## config.mk

```make
export PLATFORM = sky130hd
export DESIGN_NAME = mips_regfile_sb
export DESIGN_NICKNAME = d
export VERILOG_FILES = /design/src/rtl/mips_rf_pkg.sv /design/src/rtl/mips_rf_word.sv /design/src/rtl/mips_regfile_sb.sv
export SDC_FILE = /design/constraint.sdc
export NUM_CORES = 2
export LEC_CHECK = 0
export CELL_PAD_IN_SITES_DETAIL_PLACEMENT = 0
export CELL_PAD_IN_SITES_GLOBAL_PLACEMENT = 2
export CORE_ASPECT_RATIO = 2
export CORE_MARGIN = 5
export CORE_UTILIZATION = 40
export CTS_CLUSTER_SIZE = 24
export DETAILED_ROUTE_END_ITERATION = 8
export PLACE_DENSITY_LB_ADDON = 0.1
export SKIP_LAST_GASP = 1
export SLEW_MARGIN = 15
export SYNTH_ARGS = -nofsm -noshare
export SYNTH_HDL_FRONTEND = slang
export SYNTH_HIERARCHICAL = 1
export SYNTH_SLANG_ARGS = --single-unit
```

## constraint.sdc

```tcl
create_clock -name clock -period 2.4 [get_ports clock]
set_input_delay 0.24 -clock clock [delete_from_list [all_inputs] [get_ports clock]]
set_output_delay 0.24 -clock clock [all_outputs]
set_load 0.03 [all_outputs]
```

## src/rtl/mips_rf_pkg.sv

```systemverilog
// Shared constants and types for the scoreboarded MIPS register file.
package mips_rf_pkg;

    localparam int DEFAULT_DATA_WIDTH = 32;
    localparam int DEFAULT_NUM_REGS   = 32;

    // Register 0 always reads as zero and is never busy.
    localparam int ZERO_REG = 0;

    typedef logic [DEFAULT_DATA_WIDTH-1:0] rf_word_t;

    // True when a register address selects the hardwired zero register.
    function automatic logic is_zero_reg(input int unsigned addr);
        return addr == ZERO_REG;
    endfunction

endpackage

```

## src/rtl/mips_rf_word.sv

```systemverilog
// One architectural register plus its pending-write scoreboard bit.
module mips_rf_word
    import mips_rf_pkg::*;
#(
    parameter int DATA_WIDTH = DEFAULT_DATA_WIDTH
) (
    input  logic                  clock,
    input  logic                  reset,
    input  logic                  wr_en,
    input  logic [DATA_WIDTH-1:0] wr_data,
    input  logic                  mark_en,
    output logic [DATA_WIDTH-1:0] data_out,
    output logic                  pending_out
);

    logic [DATA_WIDTH-1:0] data_d;
    logic [DATA_WIDTH-1:0] data_q;
    logic                  pending_d;
    logic                  pending_q;

    // Next-state: a write clears the pending bit; a mark (younger instruction) wins over it.
    always_comb begin
        // NOTE: every variable gets its hold value first so no path leaves it unassigned (no latch).
        data_d    = data_q;
        pending_d = pending_q;
        if (wr_en) begin
            data_d    = wr_data;
            pending_d = 1'b0;
        end
        if (mark_en) begin
            pending_d = 1'b1;
        end
    end

    // State register with synchronous reset that overrides any write or mark in the same cycle.
    always_ff @(posedge clock) begin
        // NOTE: this storage is individual flops, not a RAM macro, so clearing it on reset is legal and cheap.
        if (reset) begin
            // NOTE: non-blocking assignments so all flops update together at the edge.
            data_q    <= '0;
            pending_q <= 1'b0;
        end else begin
            data_q    <= data_d;
            pending_q <= pending_d;
        end
    end

    assign data_out    = data_q;
    assign pending_out = pending_q;

endmodule

```

## src/rtl/mips_regfile_sb.sv

```systemverilog
// Parametrised MIPS register file: two combinational read ports, one write port,
// optional write-to-read bypass and a per-register pending-write scoreboard.
module mips_regfile_sb
    import mips_rf_pkg::*;
#(
    parameter int DATA_WIDTH = DEFAULT_DATA_WIDTH,
    parameter int NUM_REGS   = DEFAULT_NUM_REGS,
    parameter int ADDR_WIDTH = $clog2(NUM_REGS),
    parameter bit BYPASS     = 1'b1
) (
    input  logic                  clock,
    input  logic                  reset,
    input  logic                  RegWrite,
    input  logic [ADDR_WIDTH-1:0] WriteAddr,
    input  logic [DATA_WIDTH-1:0] WriteData,
    input  logic                  MarkPending,
    input  logic [ADDR_WIDTH-1:0] MarkAddr,
    input  logic [ADDR_WIDTH-1:0] SelA,
    input  logic [ADDR_WIDTH-1:0] SelB,
    output logic [DATA_WIDTH-1:0] OutA,
    output logic [DATA_WIDTH-1:0] OutB,
    output logic                  BusyA,
    output logic                  BusyB,
    output logic                  AnyBusy
);

    logic [DATA_WIDTH-1:0] reg_data [NUM_REGS];
    logic [NUM_REGS-1:0]   pending;

    // Register 0 is a constant: no storage, never busy.
    assign reg_data[ZERO_REG] = '0;
    assign pending[ZERO_REG]  = 1'b0;

    // Storage for registers 1..NUM_REGS-1, each with its own decoded enables.
    for (genvar i = 1; i < NUM_REGS; i++) begin : g_word
        localparam logic [ADDR_WIDTH-1:0] IDX = ADDR_WIDTH'(i);

        logic wr_en;
        logic mark_en;

        assign wr_en   = RegWrite    && (WriteAddr == IDX);
        assign mark_en = MarkPending && (MarkAddr  == IDX);

        mips_rf_word #(
            .DATA_WIDTH (DATA_WIDTH)
        ) u_word (
            .clock       (clock),
            .reset       (reset),
            .wr_en       (wr_en),
            .wr_data     (WriteData),
            .mark_en     (mark_en),
            .data_out    (reg_data[i]),
            .pending_out (pending[i])
        );
    end

    // Read port A: stored value, optionally overridden by the resolving write this cycle.
    always_comb begin
        OutA  = reg_data[SelA];
        BusyA = pending[SelA];
        if (BYPASS && RegWrite && (WriteAddr == SelA) && !is_zero_reg(32'(SelA))) begin
            OutA  = WriteData;
            BusyA = 1'b0;
        end
    end

    // Read port B: identical to port A, independent address.
    always_comb begin
        OutB  = reg_data[SelB];
        BusyB = pending[SelB];
        if (BYPASS && RegWrite && (WriteAddr == SelB) && !is_zero_reg(32'(SelB))) begin
            OutB  = WriteData;
            BusyB = 1'b0;
        end
    end

    // Stored scoreboard summary; a same-cycle resolving write is not reflected here.
    assign AnyBusy = |pending;

endmodule

```

==> out/qor.yml <==
outcome:
  outcome: "finished, violations left"
  failed_checks: "setup timing"
placed_design:
  port_buffers: 122
  place_ws_ns: -0.6765
  place_area_mm2: 0.06249
  place_inst: 6926
  hpwl_mm: 160.2
  gp_congestion: 0.8494
final_layout:
  layout-drive-gt1-share_pct: 33.60
  fill_cells: 12500
  stdcell_area_mm2: 0.06751
  syn_to_final_growth_pct: 22.94
  nNetsFinal: 5378
  final_cells: 7159
critical_path:
  endpoint_kind: "primary output"
  required_ns: 2.16
  path_class: "register to primary output"
  worstReg2RegStart: "g_word[21].u_word/data_out[19]$_SDFFE_PP0P_"
  startpoint_type: "register"
  arrival_ns: 2.65
  cp-startpoint: "g_word[26].u_word/data_out[14]$_SDFFE_PP0P_"
  worstPathMaxFanout: 3
synth:
  synth-warning-count: 6
  ys.flop_type: "dfxtp_1"
  synthesis.area_mm2: 0.05492
  synth_cell_types: 47
  yosys-top-cells-count: "1131 x nor2_1, 1057 x mux2i_1, 1023 x dfxtp_1"
  syn_inst: 4905
  postSynthAreaPerCell_um2: 11.20
  synth-seq-area-share_pct: 37.29
  synthTopCellsByArea: "dfxtp_1 37%, mux2i_1 19%, mux4_2 19%"
  synth_most_common_cell: "nor2_1"
  async_flop_share_pct: 0
  yosysTopAreaCell: "dfxtp_1"
  synth_edf_count: 0
  ys_ff_latch: 1023
  syn-num-nets: 4961
  yosys.area.top_type_share_pct: 37.29
timing:
  hold_viol_final: 0
  whs_ns: 0.3779
  setup_viol: 67
  finClkSkew_ns: 0
  period_minus_slack_ns: 2.890
  fin_crit_sh_pct: 120.4
  layout_setup_ws_ns: -0.4902
  rsz0062_at_grt: "true"
  fmax_mhz: 346.0
  slew_viol_final: 0
  tightest_slew_ns: 0.6775
  max_slew_margin_pct: 54.69
drt:
  dr_total_vias: 42850
  routed_wl_mm: 230.0
  firstDrtPassIters: 6
  wl_per_cell_um: 32.12
  initialDrtViolationCount: 3497
  antenna_left: 0
  via_per_inst: 5.986
  drt_drc_violations_left: 0
power:
  powerDensity_mw_per_mm2: 578.9
  max-vdd-ir-drop_mv: 0.4750
  total_leakage_power_nw: 23.40
die:
  ios: 123
  start_util_pct: 40.17
  die_x_um: 272
  core_area_mm2: 0.1367
  die-height_um: 534
  die_area_mm2: 0.1452
  fp-row-count: 192
grt:
  first_global_vias: 43420
  antenna_found_initial: 10
  grt_usage_pct: 30.72
  grt_max_degree: 85
  grt_overflow_total: 0
  grt_first_pass_wirelength_mm: 325.0
cts:
  htree_num_levels: 3
  clkSlewWorstSetupHoldPaths_ns: 0.06
  cts_tree: "yes"
  clock_latency_ns: 0.70
  cts_sinks: 1023
  root_buffer: "clkbuf_16"
  ctsLongestPathBuffers: 3
  numCtsBuffers: 101
hold_path:
  hp-class: "primary input to register"
  min_from: "WriteData[31]"
job:
  cap_violations: 0
metal layers:
metal / global-route usage [%] / vias to the layer above / share of wire [%]
met1: 37.46 / 21960 / 39
li1: - / 18780 / -
met5: 0 / - / 0.011
met2: 53.54 / 1612 / 50
met4: 15.12 / 4 / 5.8
met3: 3.847 / 490 / 5.1
critical path, stage by stage (launching register included):
cell	delay (ns)
dfxtp_1	0.33
mux4_2	0.46
mux4_2	0.63
nor3b_4	0.28
nor3_4	0.07
buf_12	0.15
cells in the final DEF, fill, tap and decap left out, drive strengths merged, types with 9 or more instances in the layout:
cell type,count
nor2,1131
mux2i,1057
dfxtp,1023
buf,730
mux4,454
clkbuf,151
mux2,111
nor3,71
a221oi,63
a21oi,60
nand2,57
a211oi,51
nand2b,42
clkdlybuf4s50,40
a22o,38
o21ai,37
a22oi,36
inv,36
o22ai,35
nor3b,26
clkinv,22
a221o,18
a31oi,18
nor2b,16
nor4,9
o221ai,9
flip-flops by register name (all words and copies together), names as in the netlist:
| register | count |
|---|---|
| g_word.u_word/data_out | 992 |
| g_word.u_word/pending_out | 31 |
cell type report:
cell class	count	area [um^2]	share of cell area [%]
Multi-Input combinational cell	3387	31920	47.29
Sequential cell	1023	20640	30.57
Timing Repair Buffer	778	9198	13.62
Clock buffer	150	2992	4.431
Tap cell	1746	2185	3.236
Clock inverter	38	442.9	0.6561
Inverter	31	116.4	0.1724
Antenna cell	6	15.01	0.02224
cells by family after synthesis:
kind of cell	Yosys count	synth area share, %
buf+inv	495	7.159
mux	1622	40.16
flops	1023	37.29
xor+xnor	8	0.1276
compound gates	373	4.887
simple gates	1384	10.37
power by group:
part	internal (mW)	switching [mW]
Combinational	2.03	2.92
Clock	9.43	7.51
Sequential	17.1	0.0992
Total	28.6	10.5
per-stage QoR:
step | power (mW) | utilization (%) | TNS (ns)
3_3_place_gp | 22.34 | 45.72 | -84.06
4_1_cts | 39.39 | 49.19 | -22.27
3_5_place_dp | 22.34 | 45.72 | -69.02
6_report | 39.08 | 49.39 | -18.63
5_1_grt | 40.18 | 49.38 | -22.63
2_1_floorplan | 19.75 | - | 0
path summary, 6_finish.rpt:
path,to,slack (ns),cells past startpoint
max,OutB[14],-0.49,5
min,g_word[15].u_word/data_out[31]$_SDFFE_PP0P_,0.38,4
max reg2reg,g_word[21].u_word/data_out[19]$_SDFFE_PP0P_,1.54,4
min reg2reg,g_word[23].u_word/pending_out$_SDFFE_PP0P_,0.49,2
repair_timing:
item                       4_1_cts  5_1_grt
resized for setup              290       63
setup endpoints to repair       67       67
pin swaps                      126       48
gates cloned                     2        0
buffers inserted                49        7
hold buffers                     1        0
hold endpoints to repair        21        0
Note: power is estimated with default switching activity, not from simulation.
